==> src/rtl/riscv_pkg.sv <==
// Shared RV32I front-end types and constants.
package riscv_pkg;

    localparam int XLEN = 32;
    localparam int ILEN = 32;

    localparam logic [XLEN-1:0] DEFAULT_RESET_PC = 32'h0000_0000;
    localparam logic [ILEN-1:0] NOP_INSTR        = 32'h0000_0013;

    typedef struct packed {
        logic [ILEN-1:0] instr;
        logic [XLEN-1:0] pc;
    } fetch_pkt_t;

    function automatic logic [XLEN-1:0] word_align(input logic [XLEN-1:0] addr);
        return addr & ~32'h3;
    endfunction

endpackage

==> src/rtl/fetch_queue.sv <==
// In-order FIFO of fetched packets; flush empties it and beats a same-cycle push.
module fetch_queue
    import riscv_pkg::*;
#(
    parameter  int DEPTH = 2,
    localparam int AW    = $clog2(DEPTH),
    localparam int CW    = AW + 1
) (
    input  logic          clk,
    input  logic          reset,
    input  logic          push_i,
    input  fetch_pkt_t    pkt_i,
    input  logic          pop_i,
    input  logic          flush_i,
    output fetch_pkt_t    head_o,
    output logic [CW-1:0] count_o,
    output logic          full_o,
    output logic          empty_o
);

    fetch_pkt_t    mem_q [DEPTH];
    logic [AW-1:0] wr_q, wr_d;
    logic [AW-1:0] rd_q, rd_d;
    logic [CW-1:0] cnt_q, cnt_d;
    logic          do_push, do_pop;

    assign full_o  = (cnt_q == CW'(DEPTH));
    assign empty_o = (cnt_q == '0);
    assign count_o = cnt_q;
    assign head_o  = mem_q[rd_q];

    assign do_push = push_i && !full_o;
    assign do_pop  = pop_i && !empty_o;

    always_comb begin
        wr_d  = wr_q;
        rd_d  = rd_q;
        cnt_d = cnt_q;
        if (flush_i) begin
            wr_d  = '0;
            rd_d  = '0;
            cnt_d = '0;
        end else begin
            if (do_push) wr_d = wr_q + AW'(1);
            if (do_pop)  rd_d = rd_q + AW'(1);
            cnt_d = cnt_q + CW'(do_push) - CW'(do_pop);
        end
    end

    always_ff @(posedge clk) begin
        if (reset) begin
            wr_q  <= '0;
            rd_q  <= '0;
            cnt_q <= '0;
        end else begin
            wr_q  <= wr_d;
            rd_q  <= rd_d;
            cnt_q <= cnt_d;
            if (do_push && !flush_i) mem_q[wr_q] <= pkt_i;
        end
    end

endmodule

==> src/rtl/fetch_unit.sv <==
// RV32I fetch front end: PC, credit-limited imem requests, packet queue to decode.
module fetch_unit
    import riscv_pkg::*;
#(
    parameter logic [31:0] RESET_PC = DEFAULT_RESET_PC,
    parameter int          DEPTH    = 2
) (
    input  logic        clk,
    input  logic        reset,
    output logic        imem_req_valid,
    input  logic        imem_req_ready,
    output logic [31:0] imem_req_addr,
    input  logic        imem_rsp_valid,
    input  logic [31:0] imem_rsp_data,
    input  logic        redirect_valid,
    input  logic [31:0] redirect_pc,
    output logic        dec_valid,
    input  logic        dec_ready,
    output logic [31:0] dec_instr,
    output logic [31:0] dec_pc,
    output logic [31:0] dec_pc_plus4
);

    localparam int CW = $clog2(DEPTH) + 1;

    logic [31:0]   pc_q, pc_d;
    logic [31:0]   tag_q, tag_d;      // PC of the next response that will be kept
    logic [CW-1:0] inflight_q, inflight_d;
    logic [CW-1:0] drop_q, drop_d;

    logic [CW-1:0] q_count;
    logic          q_full, q_empty;
    fetch_pkt_t    q_head, q_in;

    logic [CW:0]   credits_used;
    logic [31:0]   redir_pc;
    logic          accept, push, pop;

    assign redir_pc     = word_align(redirect_pc);
    assign credits_used = {1'b0, inflight_q} + {1'b0, q_count};

    assign imem_req_valid = !reset && !redirect_valid && (credits_used < (CW+1)'(DEPTH));
    assign imem_req_addr  = pc_q;
    assign accept         = imem_req_valid && imem_req_ready;

    // A response in the redirect cycle belongs to the old stream whatever drop_q says.
    assign push = imem_rsp_valid && !redirect_valid && (drop_q == '0);

    assign dec_valid    = !reset && !q_empty;
    assign pop          = dec_valid && dec_ready;
    assign dec_instr    = dec_valid ? q_head.instr : '0;
    assign dec_pc       = dec_valid ? q_head.pc : '0;
    assign dec_pc_plus4 = dec_valid ? q_head.pc + 32'd4 : '0;

    assign q_in.instr = imem_rsp_data;
    assign q_in.pc    = tag_q;

    always_comb begin
        pc_d       = pc_q;
        tag_d      = tag_q;
        drop_d     = drop_q;
        inflight_d = inflight_q + CW'(accept) - CW'(imem_rsp_valid);
        if (redirect_valid) begin
            pc_d   = redir_pc;
            tag_d  = redir_pc;
            drop_d = inflight_q - CW'(imem_rsp_valid);
        end else begin
            if (accept) pc_d = pc_q + 32'd4;
            if (push)   tag_d = tag_q + 32'd4;
            if (imem_rsp_valid && drop_q != '0) drop_d = drop_q - CW'(1);
        end
    end

    always_ff @(posedge clk) begin
        if (reset) begin
            pc_q       <= word_align(RESET_PC);
            tag_q      <= word_align(RESET_PC);
            inflight_q <= '0;
            drop_q     <= '0;
        end else begin
            pc_q       <= pc_d;
            tag_q      <= tag_d;
            inflight_q <= inflight_d;
            drop_q     <= drop_d;
        end
    end

    always_ff @(posedge clk) begin
        if (!reset) begin
            assert (!(push && q_full));
            assert (!(imem_rsp_valid && inflight_q == '0));
        end
    end

    fetch_queue #(.DEPTH(DEPTH)) u_queue (
        .clk     (clk),
        .reset   (reset),
        .push_i  (push),
        .pkt_i   (q_in),
        .pop_i   (pop),
        .flush_i (redirect_valid),
        .head_o  (q_head),
        .count_o (q_count),
        .full_o  (q_full),
        .empty_o (q_empty)
    );

endmodule
==> config.mk <==
export PLATFORM = sky130hd
export DESIGN_NAME = fetch_unit
export DESIGN_NICKNAME = d
export VERILOG_FILES = /design/src/rtl/riscv_pkg.sv /design/src/rtl/fetch_queue.sv /design/src/rtl/fetch_unit.sv
export SDC_FILE = /design/constraint.sdc
export NUM_CORES = 1
export LEC_CHECK = 0
export ABC_AREA = 1
export BUFFER_PORTS_ARGS = -buffer_cell sky130_fd_sc_hd__clkbuf_2
export CAP_MARGIN = 40
export CORE_MARGIN = 2
export CORE_UTILIZATION = 51
export DETAILED_ROUTE_END_ITERATION = 12
export PLACE_DENSITY = 0.74
export RECOVER_POWER = 100
export SLEW_MARGIN = 15
export SYNTH_ARGS = -nofsm -noshare
export SYNTH_HDL_FRONTEND = slang
export SYNTH_HIERARCHICAL = 1
export SYNTH_SLANG_ARGS = --single-unit
==> constraint.sdc <==
create_clock -name clk -period 8.1 [get_ports clk]
set_clock_uncertainty 0.15 [all_clocks]
set_input_delay 1.215 -clock clk [delete_from_list [all_inputs] [get_ports clk]]
set_output_delay 1.215 -clock clk [all_outputs]
set_load 0.02 [all_outputs]
# After elaboration in Yosys (flattened, before gate mapping)
# Memories as Yosys holds them, arrays and structs flattened. A register that Yosys moved wholly into a read port is not among the register bits.
# Index checks and enable logic that the tools add are counted.
[word_totals]
wordCells = 60
output_inout_bits = 130
regBits = 72
mem_bits_rw = 128
memories = 1
[classes]
magnitude_cmp = 1
reduce_logical = 22
n_eq_ne = 1
muxes = 14
add_sub_neg = 12
[memory_table]
columns = ["name", "depth", "width", "rd", "rd_clocked_by_memory_dff", "wr", "line", "rtl"]
rows = [
  ["u_queue.mem_q", 2, 64, 1, 1, 1, "fetch_queue.sv:21", "fetch_pkt_t mem_q [DEPTH];"],
]
[op_table]
columns = ["operator", "count"]
rows = [
  ["32-bit 2-to-1 mux", 7],
  ["32-bit by 3-bit adder with 32-bit output, second input constant", 3],
  ["1-bit logical AND", 11],
  ["2-bit nonzero test", 4],
  ["2-bit by 1-bit subtractor with 2-bit output", 3],
  ["1-bit 2-to-1 mux", 5],
  ["2-bit by 1-bit adder with 2-bit output", 2],
  ["1-bit zero test", 4],
  ["2-bit zero test", 2],
  ["2-bit 2-to-1 mux", 2],
  ["2-bit by 2-bit adder with 3-bit output", 1],
  ["3-bit by 2-bit < comparator with 1-bit output, second input constant", 1],
  ["1-bit adder, second input constant", 2],
  ["2-bit == test, second input constant", 1],
  ["2-bit OR reduction", 1],
  ["2-bit by 1-bit subtractor with 2-bit output, second input constant", 1],
]

# Logic depth before layout (Yosys ltp)
# Gate-level depths: netlist of the first run.
[logic_depth]
depth_word = 8
ltp_mapped = 16
depth_no_buf = 14

# By module
# Netlist of the first run, hierarchy kept.
[modules_own_cells]
columns = ["mod", "area_per_inst_um2", "cells_per_inst", "instances"]
rows = [
  ["fetch_unit", 5831.8, 1037, 1],
  ["fetch_queue", 5178.7, 239, 1],
]

# Worst setup path after synthesis of the first run
# OpenSTA, ideal clock, no wires.
[synth_path]
path_type = "input -> register"
start = "input redirect_valid"
end = "memory u_queue/mem_q[1][0] (netlist bit) (enable)"
arrival_time_ns = 6.327
required_time_ns = 7.385
path_slack_ns = 1.058
path_stages = 5
path_cell_list = "buf_2 > nor2_1 > buf_2 > nand2_1 > nor3_1"
[synth_via]
elab_chain_len = 8
[synth_lines]
columns = ["item", "line", "rtl"]
rows = [
  ["start, declared", "fetch_unit.sv:15", "input logic redirect_valid,"],
  ["1-bit zero test", "fetch_unit.sv:47", "assign push = imem_rsp_valid && !redirect_valid && (drop_q == '0);"],
  ["1-bit logical AND (2 in a row)", "fetch_unit.sv:47", ""],
  ["named net push", "fetch_unit.sv:37", "logic accept, push, pop;"],
  ["1-bit logical AND", "fetch_queue.sv:32", "assign do_push = push_i && !full_o;"],
  ["1-bit logical AND", "fetch_queue.sv:59", "if (do_push && !flush_i) mem_q[wr_q] <= pkt_i;"],
  ["1-bit 2-to-1 mux", "fetch_queue.sv:59", ""],
  ["1-bit 2-to-1 mux", "fetch_queue.sv:51", "if (reset) begin"],
  ["1-bit 2-to-1 mux (not written as such)", "fetch_queue.sv:59", ""],
  ["end, declared", "fetch_queue.sv:21", ""],
]
# The timed path passes the listed nets, and every way through them passes these cells.

==> flow_summary.ini, run 1 <==
[run_status]
status = finished, violations left
violations = max-capacitance violations, max-slew violations

[clocking]
cts_max_level = 4
clockBufferDepth = 2
post_cts_buffers = 0
cts_tree = done
cts-resized-gates = 0
hold_buffers = 0
clkLatencyLatePin_ns = 0.44
clk_pin_slew_ns = 0.08
cts_buffers = 17
cts.sinks = 197
cts_root_buffer = clkbuf_16

[die]
fp.coreArea_um2 = 21100
die_h_um = 151
die_w_um = 151
ioPinCount = 200
initial_utilization = 0.522
num_rows = 53
dieArea_um2 = 22800

[detailed_routing]
routed_wl_mm = 26.6
dr.pass1.iters = 5
avgRoutedWirePerCell_um = 15.2
detail-route-antenna-nets = 0
drc = 0
drtIter0Drc = 743
dr_total_vias = 9098
vias_per_cell = 5.20

[sta]
hold_viol = 0
max-slew-margin-rel = -1.47
whs_ns = 0.343
slew_violations = 133
layout_min_cycle_time_ns = 5.93
min_period_over_period = 0.732
fmax_mhz = 169
finalSetupViolations = 0
finalSetupTns_ns = 0
grt_setup_unrepaired = no
worst_slew_pin_slew_ns = 3.71

[setup_path]
r2r_end = u_queue/mem_q[1][23]
crit_chain = buf_4, mux2_1, nand2_1, nor2_4, nand2_2, nor2_1, nand3_1, nor2_1, xor2_1, nor2_1, clkbuf_1
crit_fanout = 39
critical_path_required_ns = 6.73
reg2reg_from = drop_q[0]
endpoint_kind = output port
cp.arrival_ns = 4.57
r2r.worst_path.cells = 8
critPathTopFamily = flip-flops
slowest_delay_ns = 1.42
path_class = reg2out
critPathCapture = dec_pc_plus4[24]
crit_path_frequent_cell = nor2_1
slowest_stage = dfxtp_1
cp.buffers_inverters = 2
critical_path_depth = 11
cp-start-kind = register
r2r_slack_ns = 3.60

[final_layout]
fin_nets = 1540
antenna_cells = 0
multiInputGateArea_um2 = 4710
ff_latch_area_um2 = 5230
syn_to_final_growth_pct = 13.1
finalNonFillerCells = 1748
fillerInstances = 1948
layout-drive-gt1-share = 0.130

[power_and_ir_drop]
intPower_uw = 1580
power.switching_uw = 593
p_per_area_nw_per_um2 = 175
seqPwrFrac = 0.522
switching_share = 0.273
p_clk_frac = 0.389
total_power_uw = 2180
p_leak_uw = 0.00504
combinationalPowerShare = 0.089
vdd_drop_max_uv = 144

[worst_hold_path]
worstHoldStart = u_queue/wr_q
hold_path.class = reg2reg

[place]
dpl.hpwl_mm = 19.4
place.gp.congestion = 0.912
dp_cells = 1715
place.port_buffers = 195

[grt]
grt_max_degree = 65
grt_antenna_before_repair = 0
grt_pass1_wl_mm = 41.3
grt_pass1_vias = 8447
grt_overflow_total = 0
grtUsageTotal = 0.231

[yosys]
synthesis.instances = 1275
synth_area_um2 = 11000
synth.avg_cell_area_um2 = 8.63
synth_warnings = 6

[job]
cap_violations = 3
[final cells by class]
type,count,area share
clock inverter,14,0.0137
timing repair buffer,205,0.0696
multi-input combinational,850,0.378
inverter,189,0.0570
sequential,197,0.420
clock buffer,18,0.0345
tap,275,0.0276
[sequential cells by signal (all words and copies together), names as in the netlist, named ones only]
signal	count
u_queue/mem_q	128
drop_q	2
u_queue/wr_q	1
imem_req_addr	30
inflight_q	2
u_queue/rd_q	1
tag_q	30
u_queue/count_o	2
[cells in the final DEF, fill, tap and decap left out, drive strengths merged, types with 4 or more instances in the layout]
cell      n
edfxtp  128
clkinv    7
or2       4
nand3    76
mux2     64
nor3     32
conb      6
dfxtp    69
xor2     16
o21ai    48
inv     196
clkbuf  220
ha        9
a31oi    17
nand4    14
nor2    197
nor3b     4
a21oi    64
nand2   276
o31ai     4
[worst min path at each step]
stage / to / slack (ns) / depth (start not counted)
final: u_queue/wr_q / 0.34 / 2
after detailed placement: u_queue/wr_q / 0.32 / 2
after CTS: u_queue/wr_q / 0.33 / 2
after global routing: u_queue/wr_q / 0.37 / 2
after floorplan: u_queue/wr_q / 0.30 / 2
after global placement: u_queue/wr_q / 0.31 / 2
[per-stage QoR]
step	cell area, um^2	utilization	setup WS (ns)
floorplan	11000	-	1.06
global placement	12100	0.573	2.77
detailed placement	12200	0.576	3.56
CTS	12800	0.605	3.29
global route	12500	0.590	1.82
finish	12500	0.590	2.17
[routing by layer]
metal	up-vias	wire length, um	GRT usage
li1	4531	-	-
met1	4122	11600	0.302
met2	402	12000	0.383
met3	43	2470	0.0437
met4	0	539	0.0836
met5	-	0	0
[tightest hold or removal path, cell delays in order, from the launching register on]
cell	delay, ns
dfxtp_1	0.32
nand3_1	0.08
nand2_1	0.05
[power by group through the flow]
stage / sequential (uW) / clock, uW / combinational, uW
6_report: 1140 / 847 / 193
5_1_grt: 1140 / 898 / 216
4_1_cts: 1140 / 853 / 201
3_5_place_dp: 1160 / 0 / 200
3_3_place_gp: 1160 / 0 / 191
2_1_floorplan: 1160 / 0 / 125
No activity file was read; power rests on OpenSTA's default activity.
==> run 2: changes to the inputs <==
--- a/config.mk
+++ b/config.mk
@@ -5,13 +5,13 @@
 export SDC_FILE = /design/constraint.sdc
 export NUM_CORES = 1
 export LEC_CHECK = 0
-export ABC_AREA = 1
+export ABC_AREA = 0
 export BUFFER_PORTS_ARGS = -buffer_cell sky130_fd_sc_hd__clkbuf_2
 export CAP_MARGIN = 40
 export CORE_MARGIN = 2
-export CORE_UTILIZATION = 51
+export CORE_UTILIZATION = 50
 export DETAILED_ROUTE_END_ITERATION = 12
-export PLACE_DENSITY = 0.74
+export PLACE_DENSITY = 0.76
 export RECOVER_POWER = 100
 export SLEW_MARGIN = 15
 export SYNTH_ARGS = -nofsm -noshare
==> constraint.sdc (replaced) <==
create_clock -name clk -period 4.8 [get_ports clk]
set_clock_uncertainty 0.15 [all_clocks]
set_input_delay 0.72 -clock clk [delete_from_list [all_inputs] [get_ports clk]]
set_output_delay 0.72 -clock clk [all_outputs]
set_load 0.02 [all_outputs]
==> run 2 against run 1 <==
Against the previous run:
- first-iteration DRC count is 30% lower
- synthesized area fell by 8.8%
- clock power rose by 65%
- worst hold slack worse by 0.015 ns
- the run still ends with max-capacitance violations, max-slew violations left
- global-route usage decreased by 2.2 points
==> flow_summary.ini, run 2 <==
[run_status]
status = finished, violations left
violations = max-capacitance violations, max-slew violations

[setup_path]
r2r_end = inflight_q[0]
critical_path_required_ns = 4.93
cp.arrival_ns = 4.29
cp.buffers_inverters = 4
crit_path_frequent_cell = clkbuf_1
endpoint_kind = register
crit_chain = clkbuf_1, clkbuf_1, inv_1, clkbuf_2, nor2_1, a211oi_1
cp-start-kind = input pin
r2r.worst_path.cells = 9
r2r_slack_ns = 0.81
critPathTopFamily = buffers and inverters
slowest_delay_ns = 1.25
reg2reg_from = u_queue/count_o[0]
slowest_stage = clkbuf_1
path_class = in2reg
crit_fanout = 43
crit_start = redirect_valid

[grt]
grtUsageTotal = 0.209
grt_overflow_total = 0
grt_pass1_vias = 6809
grt_antenna_before_repair = 0
grt_pass1_wl_mm = 35.4
grt_max_degree = 63

[clocking]
cts_max_level = 4
hold_buffers = 0
clk_pin_slew_ns = 0.07
post_cts_buffers = 0
cts_root_buffer = clkbuf_16
cts.sinks = 197
cts_tree = done
clkLatencyLatePin_ns = 0.44
clockBufferDepth = 2
cts-resized-gates = 0
cts_buffers = 17

[worst_hold_path]
worstHoldStart = imem_rsp_data[29]
min_path_cells = 1
min_to = u_queue/mem_q[0][61]
hold_path.class = in2reg

[detailed_routing]
dr.pass1.iters = 5
avgRoutedWirePerCell_um = 16.7
dr_total_vias = 7115
detail-route-antenna-nets = 0
drtIter0Drc = 522
routed_wl_mm = 22.0
vias_per_cell = 5.39
drc = 0

[sta]
hold_viol = 0
finalSetupViolations = 0
min_period_over_period = 0.867
slew_violations = 99
layout_min_cycle_time_ns = 4.16
max-slew-margin-rel = -0.457
fmax_mhz = 240
whs_ns = 0.328
grt_setup_unrepaired = no
worst_slew_pin_slew_ns = 2.19
finalSetupTns_ns = 0

[final_layout]
final_common_cell = edfxtp_1
top_register = u_queue/mem_q
fin_nets = 1121
layout-drive-gt1-share = 0.199
final_util = 0.590
largest_reg_flops = 128
antenna_cells = 0
fin_area_um2 = 11600
fillerInstances = 1701
syn_to_final_growth_pct = 15.2
mostFrequentLayoutCells = edfxtp_1, clkbuf_1, clkbuf_2
finalNonFillerCells = 1319

[die]
num_rows = 51
ioPinCount = 200
die_w_um = 146
dieArea_um2 = 21200
initial_utilization = 0.513
die_h_um = 146
fp.coreArea_um2 = 19600

[power_and_ir_drop]
p_leak_uw = 0.00420
vdd_drop_max_uv = 284
p_per_area_nw_per_um2 = 312

[job]
cap_violations = 3

[place]
place.gp.congestion = 0.875
dp_cells = 1287
dpl.hpwl_mm = 15.8
dpl-instance-area_um2 = 11200
place.port_buffers = 195

[yosys]
synth.avg_cell_area_um2 = 11.7
synth_area_um2 = 10000
synth_warnings = 6
synthesis.instances = 857
==> run 2: power by group <==
part	switching (uW)	total (uW)	internal (uW)
Combinational	174	286	112
Clock	692	1400	704
Sequential	63.9	1920	1860
==> run 2: area by class of cell <==
cell class / instances / area, um^2 / area share
Timing Repair Buffer: 205 / 898 / 0.0777
Clock buffer: 17 / 425 / 0.0368
Clock inverter: 15 / 166 / 0.0144
Inverter: 34 / 128 / 0.0110
Sequential cell: 197 / 5230 / 0.452
Multi-Input combinational cell: 586 / 4390 / 0.379
Tap cell: 265 / 332 / 0.0287
==> run 2: per-stage QoR <==
| step | worst slack (ns) | power [uW] |
|---|---|---|
| 3_5_place_dp | 1.22 | 2250 |
| 3_3_place_gp | 1.31 | 2240 |
| 6_report | 0.639 | 3600 |
| 2_1_floorplan | 0.124 | 2140 |
| 4_1_cts | 0.772 | 3640 |
| 5_1_grt | 0.322 | 3730 |
==> run 2: worst max-delay path by stage <==
| stage | endpoint | depth (start not counted) |
|---|---|---|
| after floorplan | u_queue/mem_q[0][0] | 5 |
| after global placement | dec_pc_plus4[31] | 7 |
| after detailed placement | dec_pc_plus4[31] | 7 |
| after CTS | dec_pc_plus4[31] | 7 |
| after global routing | imem_req_addr[28] | 6 |
| final | tag_q[26] | 6 |
==> run 2: per-layer routing <==
metal | GRT usage | up-vias | routed length, um
li1 | - | 3447 | -
met3 | 0.0492 | 25 | 1590
met1 | 0.291 | 3372 | 10100
met4 | 0.0618 | 0 | 293
met5 | 0 | - | 0
met2 | 0.326 | 271 | 10000
